## src/rtl/ras_pkg.sv

```systemverilog
// Shared fetch-stage address type and the return-address helper used by the RAS.
package ras_pkg;

    typedef logic [31:0] addr_t;

    // Calls return past their delay slot.
    localparam addr_t RET_OFFSET = 32'd8;

    function automatic addr_t ret_addr(input addr_t pc);
        return pc + RET_OFFSET;
    endfunction

endpackage

```

## src/rtl/ras_stack.sv

```systemverilog
// One circular return-address stack with push, pop, replace-top and a full-state
// load port; the next-state bus is exported so a peer stack can be reloaded from it.
module ras_stack
    import ras_pkg::*;
#(
    parameter  int DEPTH = 8,
    localparam int PTR_W = $clog2(DEPTH),
    localparam int CNT_W = $clog2(DEPTH + 1)
) (
    input  logic                    clk,
    input  logic                    resetn,
    input  logic                    push,
    input  logic                    pop,
    input  addr_t                   push_data,
    input  logic                    load,
    input  logic [PTR_W-1:0]        load_top,
    input  logic [CNT_W-1:0]        load_count,
    input  addr_t [DEPTH-1:0]       load_mem,
    output addr_t                   top_data,
    output logic [CNT_W-1:0]        count,
    output logic [PTR_W-1:0]        nxt_top,
    output logic [CNT_W-1:0]        nxt_count,
    output addr_t [DEPTH-1:0]       nxt_mem
);

    localparam logic [CNT_W-1:0] FULL = CNT_W'(DEPTH);

    logic [PTR_W-1:0]  top_q,   top_d;
    logic [CNT_W-1:0]  count_q, count_d;
    addr_t [DEPTH-1:0] mem_q,   mem_d;

    always_comb begin
        top_d   = top_q;
        count_d = count_q;
        mem_d   = mem_q;
        if (load) begin
            top_d   = load_top;
            count_d = load_count;
            mem_d   = load_mem;
        end else if (push && (!pop || count_q == '0)) begin
            // Pointer wraps naturally; a push when full overwrites the oldest slot.
            top_d        = top_q + PTR_W'(1);
            mem_d[top_d] = push_data;
            if (count_q != FULL) begin
                count_d = count_q + CNT_W'(1);
            end
        end else if (push) begin
            mem_d[top_q] = push_data;
        end else if (pop && count_q != '0) begin
            top_d   = top_q - PTR_W'(1);
            count_d = count_q - CNT_W'(1);
        end
    end

    always_ff @(posedge clk or negedge resetn) begin
        if (!resetn) begin
            top_q   <= '0;
            count_q <= '0;
        end else begin
            top_q   <= top_d;
            count_q <= count_d;
        end
    end

    // Entries are left unreset; a zero count masks whatever they hold.
    always_ff @(posedge clk) begin
        mem_q <= mem_d;
    end

    assign top_data  = mem_q[top_q];
    assign count     = count_q;
    assign nxt_top   = top_d;
    assign nxt_count = count_d;
    assign nxt_mem   = mem_d;

endmodule

```

## src/rtl/ras.sv

```systemverilog
// Return address stack: a speculative stack driven from F1 and a committed stack
// driven from EXE; a flush reloads the speculative copy from the committed one.
module ras
    import ras_pkg::*;
#(
    parameter int DEPTH = 8
) (
    input  logic  clk,
    input  logic  resetn,
    input  logic  f1_en,
    input  logic  f1_push,
    input  logic  f1_pop,
    input  addr_t f1_pc,
    output addr_t predict_pc,
    output logic  predict_valid,
    input  logic  exe_push,
    input  logic  exe_pop,
    input  addr_t exe_pc,
    input  logic  flush
);

    localparam int PTR_W = $clog2(DEPTH);
    localparam int CNT_W = $clog2(DEPTH + 1);

    addr_t             s_top_data;
    logic [CNT_W-1:0]  s_count;
    logic [PTR_W-1:0]  s_nxt_top;
    logic [CNT_W-1:0]  s_nxt_count;
    addr_t [DEPTH-1:0] s_nxt_mem;

    addr_t             c_top_data;
    logic [CNT_W-1:0]  c_count;
    logic [PTR_W-1:0]  c_nxt_top;
    logic [CNT_W-1:0]  c_nxt_count;
    addr_t [DEPTH-1:0] c_nxt_mem;

    ras_stack #(.DEPTH(DEPTH)) u_commit (
        .clk        (clk),
        .resetn     (resetn),
        .push       (exe_push),
        .pop        (exe_pop),
        .push_data  (ret_addr(exe_pc)),
        .load       (1'b0),
        .load_top   ('0),
        .load_count ('0),
        .load_mem   ('0),
        .top_data   (c_top_data),
        .count      (c_count),
        .nxt_top    (c_nxt_top),
        .nxt_count  (c_nxt_count),
        .nxt_mem    (c_nxt_mem)
    );

    // Load takes priority inside the stack, so F1 work in a flush cycle is dropped.
    ras_stack #(.DEPTH(DEPTH)) u_spec (
        .clk        (clk),
        .resetn     (resetn),
        .push       (f1_en & f1_push),
        .pop        (f1_en & f1_pop),
        .push_data  (ret_addr(f1_pc)),
        .load       (flush),
        .load_top   (c_nxt_top),
        .load_count (c_nxt_count),
        .load_mem   (c_nxt_mem),
        .top_data   (s_top_data),
        .count      (s_count),
        .nxt_top    (s_nxt_top),
        .nxt_count  (s_nxt_count),
        .nxt_mem    (s_nxt_mem)
    );

    assign predict_valid = (s_count != '0);
    assign predict_pc    = predict_valid ? s_top_data : '0;

    logic unused_ok;
    assign unused_ok = ^{c_top_data, c_count, s_nxt_top, s_nxt_count, s_nxt_mem};

endmodule

```

## config.mk

```make
export PLATFORM = sky130hd
export DESIGN_NAME = ras
export DESIGN_NICKNAME = d
export VERILOG_FILES = /design/src/rtl/ras_pkg.sv /design/src/rtl/ras_stack.sv /design/src/rtl/ras.sv
export SDC_FILE = /design/constraint.sdc
export NUM_CORES = 1
export LEC_CHECK = 0
export CAP_MARGIN = 20
export CORE_MARGIN = 8
export CORE_UTILIZATION = 63
export CTS_BUF_LIST = sky130_fd_sc_hd__clkbuf_4 sky130_fd_sc_hd__clkbuf_8
export CTS_CLUSTER_DIAMETER = 30
export DETAILED_ROUTE_END_ITERATION = 6
export PLACE_DENSITY = 0.82
export REMOVE_ABC_BUFFERS = 1
export SETUP_SLACK_MARGIN = 0.1
export SLEW_MARGIN = 20
export SYNTH_ARGS = -nofsm -noshare
export SYNTH_HDL_FRONTEND = slang
export SYNTH_SLANG_ARGS = --single-unit
```

## constraint.sdc

```tcl
create_clock -name clk -period 6.1 [get_ports clk]
set_input_delay 0.61 -clock clk [delete_from_list [all_inputs] [get_ports clk]]
set_output_delay 0.61 -clock clk [all_outputs]
set_load 0.005 [all_outputs]
```

==> impl_results.md <==
* Delay of the slowest cell on the worst path at a little over 900 ps
* Pin count of the biggest net entering global routing at 83
* Master cell of the clock root buffer: clkbuf_8
* Cell types occupying the most area after synthesis: edfxtp_1, dfxtp_1, a22o_1
* Standard cell core area at 37500 sq um
* Startpoint Class: flip-flop
* Insertion delay to the later sink of the worst-skew pair at 670 ps
* DPL Wire Length at 49.7 mm
* Drt via density at 7.38
* Area after detailed placement at 25600 sq um
* Post-synthesis mux area share at under 10%
* IO Pins at about 110
* Min-Delay Path Class: in -> async
* Number of clock buffers inserted by TritonCTS at 96
* Simple-gate share of the synthesized area at 11.4%
* Count of buffers from port buffering at around 100
* Initial Utilization at 63.7%
* Starting DRC count in detailed routing at about 3.5k
* Normalized max-slew margin at roughly an eighth
* Resized Gates After CTS at 0
* Post-Syn Area per Cell at 11.4 sq um
* Pwr/cell area at roughly 580 nW/um^2
* Gp weighted congestion at just under 0.9
* Area growth from synthesis to layout at 16.6%
* Number of antenna-violating nets in the routed design at 0
* Final setup fails at 0
* Max cap viols at 0
* Post-Route WL at about 83 mm
* Sequential area share after synthesis at about 55%
* Via count of the routed design at between 20k and 25k
* Clock tree skew after final layout at between 20 and 30 ps
* Area used by sequential logic in the layout at 13200 sq um
* Maximum number of buffers from clock root to sink at 3
* Family with the most delay on the worst path: buffers and inverters
* X dimension of the die at around 210 microns
* Drt pass-1 iters at 6
* Pin slew with the least headroom to its limit at approximately 1300 ps
* Post-synthesis instance area at ~24000 sq um
* Worst r2r path cells at 9
* Hold violation count in the final report at 0
* Critical path data arrival time at approximately 4400 ps
* Area of the multi-input gates at between 10000 and 15000 sq um
* Data required, critical path at approximately 5500 ps
* CTS tree: built
* Total Die Area at roughly 44000 sq um
* Final Critical Period at between 4000 and 5000 ps
* Vias in the first global route at a little over 20k
* Highest Clock Rate at approximately 0.20 GHz
* Average detailed-routed wire length per instance at between 20 and 30 microns
* Clk sinks at 526
* Gate count after technology mapping at approximately 2.1k
* Number of synthesized flops with an enable pin at between 200 and 300
* Clock transition time at the flip-flop clock pins of the worst setup and hold paths at 60 ps
* Synth Register Bits at ~530
* Adder and majority gate portion of the synthesized area at less than 1%
* Layout cell share with drive strength beyond 1 at between 10% and 20%
* Unrepaired setup endpoints after global routing: false
* Initial antenna violation count at 2
* Top cell type by total area after synthesis: edfxtp_1
* Wire length of the first global-routing pass at between 100 and 150 mm
* Overall die height at roughly 210 microns
* Hold Buf Count CTS at 0
* Distinct cell type count after synthesis at between 70 and 80
* Post-route worst setup slack at 1130 ps
* Result of the run: finished, final reports clean
* Total GRT Usage at a little over a third
* Main combinational cell family by area after synthesis: compound AO/OA/AOI/OAI gates
* H-tree level count at 3
* Synthesized-area fraction occupied by xor and xnor cells at under 10%
* Setup Slack @ Placement at between 1500 and 2000 ps
* Portion of the clock cycle consumed by the worst path in the final layout at around 81%
* Maximum fanout count along the critical path at 31
* Post-layout instance area at about 28000 sq um
* Startpoint of the lowest-slack register-to-register path: u_commit.top_q[0]
* Count of fill cells added during filler insertion at ~2.5k
* DR DRC count at 0
* Share of the synthesized area in compound gates (AO/OA/AOI/OAI) at a little under a fifth
* Critical path, cell by cell: buf_4, nor2b_1, buf_4, a22oi_1, a21oi_1, a21oi_1, nor2_1, clkdlybuf4s50_1
* Area share of the leading cell type in the synthesized netlist at 32.2%
* Final-stage net count at between 2k and 2.5k
* Critical path startpoint: u_spec.top_q[0]
* Commonest register cell after synthesis: edfxtp_1
* Leakage power summed over all cells at 10.2 nW
* Async set or reset register ratio after synthesis at under 10%
* Critical path class: reg -> out
* Crit path depth at 8
* Critical path buffers and inverters at 3
* Critical-path top delay cell: nor2b_1
* Yosys synthesis warning count at 0
* Type of destination of the critical path: output port
* Global route total overflow at 0
* Max VDD drop at about 0.34 mV
* Number of rows in the core area at 71
* Fin. max-slew vios at 0
* Total setup buffers inserted after CTS at 0
## Yosys cell counts (all sizes together), types with 10 or more instances
cell type and instances:
xor2 14, o2bb2ai 70, edfxtp 256, mux2 104
dfxtp 256, or2 11, buf 59, o31ai 12
mux4 28, or3 19, inv 21, nand3 32
mux2i 25, a21oi 82, clkbuf 127, a22oi 16
nand2 81, or4 13, o22ai 10, o32ai 29
o21ai 54, nand4 15, a31oi 137, and2 32
nor2 128, ha 10, nor3 167, a22o 156
dfrtp 14, nor4 10, xnor2 27
## metrics by stage
step | instances | util (%) | hold WS (ps) | setup TNS (ps) | power [mW]
floorplan | 1915 | - | 314 | -325550 | 9.56
detailed placement | 2595 | 68.2 | 432 | 0 | 12.0
global placement | 2592 | 67.9 | 419 | 0 | 11.6
global route | 2778 | 74.3 | 397 | 0 | 16.6
finish | 2779 | 74.3 | 354 | 0 | 16.1
CTS | 2777 | 74.2 | 357 | 0 | 15.8
## logic make-up after synthesis
logic type,count (synthesis)
AO/OA/AOI/OAI,609
AND/OR/NAND/NOR,548
flip-flops,526
buffers and inverters,209
multiplexers,157
XOR/XNOR,41
adder cells (fa/ha/maj),11
## path summary, 6_finish.rpt
check | endpoint | slack [ps]
worst max register to register | u_spec.mem_q[192] | 1610
worst min register to register | u_commit.mem_q[172] | 450
min in group clk | u_commit.mem_q[172] | 450
max in group asynchronous | u_spec.top_q[2] | 5250
worst min-delay path | u_spec.count[0] | 350
worst max-delay path | predict_pc[18] | 1130
## state kept, by name, indices dropped and copies added, names as in the netlist
name and count:
u_spec.mem_q 256, u_commit.count 4, u_spec.top_q 3, u_commit.top_q 3, u_spec.count 4, u_commit.mem_q 256
## layout make-up
| cell class | count | share of cell area (%) |
|---|---|---|
| antenna | 2 | 0.0180 |
| clock buffer | 138 | 6.33 |
| clock inverter | 44 | 1.82 |
| inverter | 23 | 0.310 |
| multi-input combinational | 1366 | 36.2 |
| sequential | 526 | 47.3 |
| tap | 511 | 2.30 |
| timing repair buffer | 169 | 5.71 |
## per-layer routing
layer	global-route usage (%)	share of wire [%]	wire (microns)
met3	11.5	15	12700
met4	21.6	6.4	5340
met1	45.3	35	28900
met5	0	0.043	36
met2	54.8	44	36400
## where the power goes
group	internal, mW	switching, mW
registers	5.41	0.645
clock network	2.31	1.56
logic	2.62	3.56
## cells in the final DEF, fill, tap and decap left out, drive strengths merged, types with 27 or more instances in the layout
cell	n
a21oi	82
a22o	156
a31oi	137
and2	32
buf	66
clkbuf	138
clkdlybuf4s50	103
dfxtp	256
edfxtp	256
inv	27
mux2	104
mux4	28
nand2	81
nand3	32
nor2	128
nor3	167
o21ai	54
o2bb2ai	70
o32ai	29
xnor2	27
Note: power is estimated with default switching activity, not from simulation.
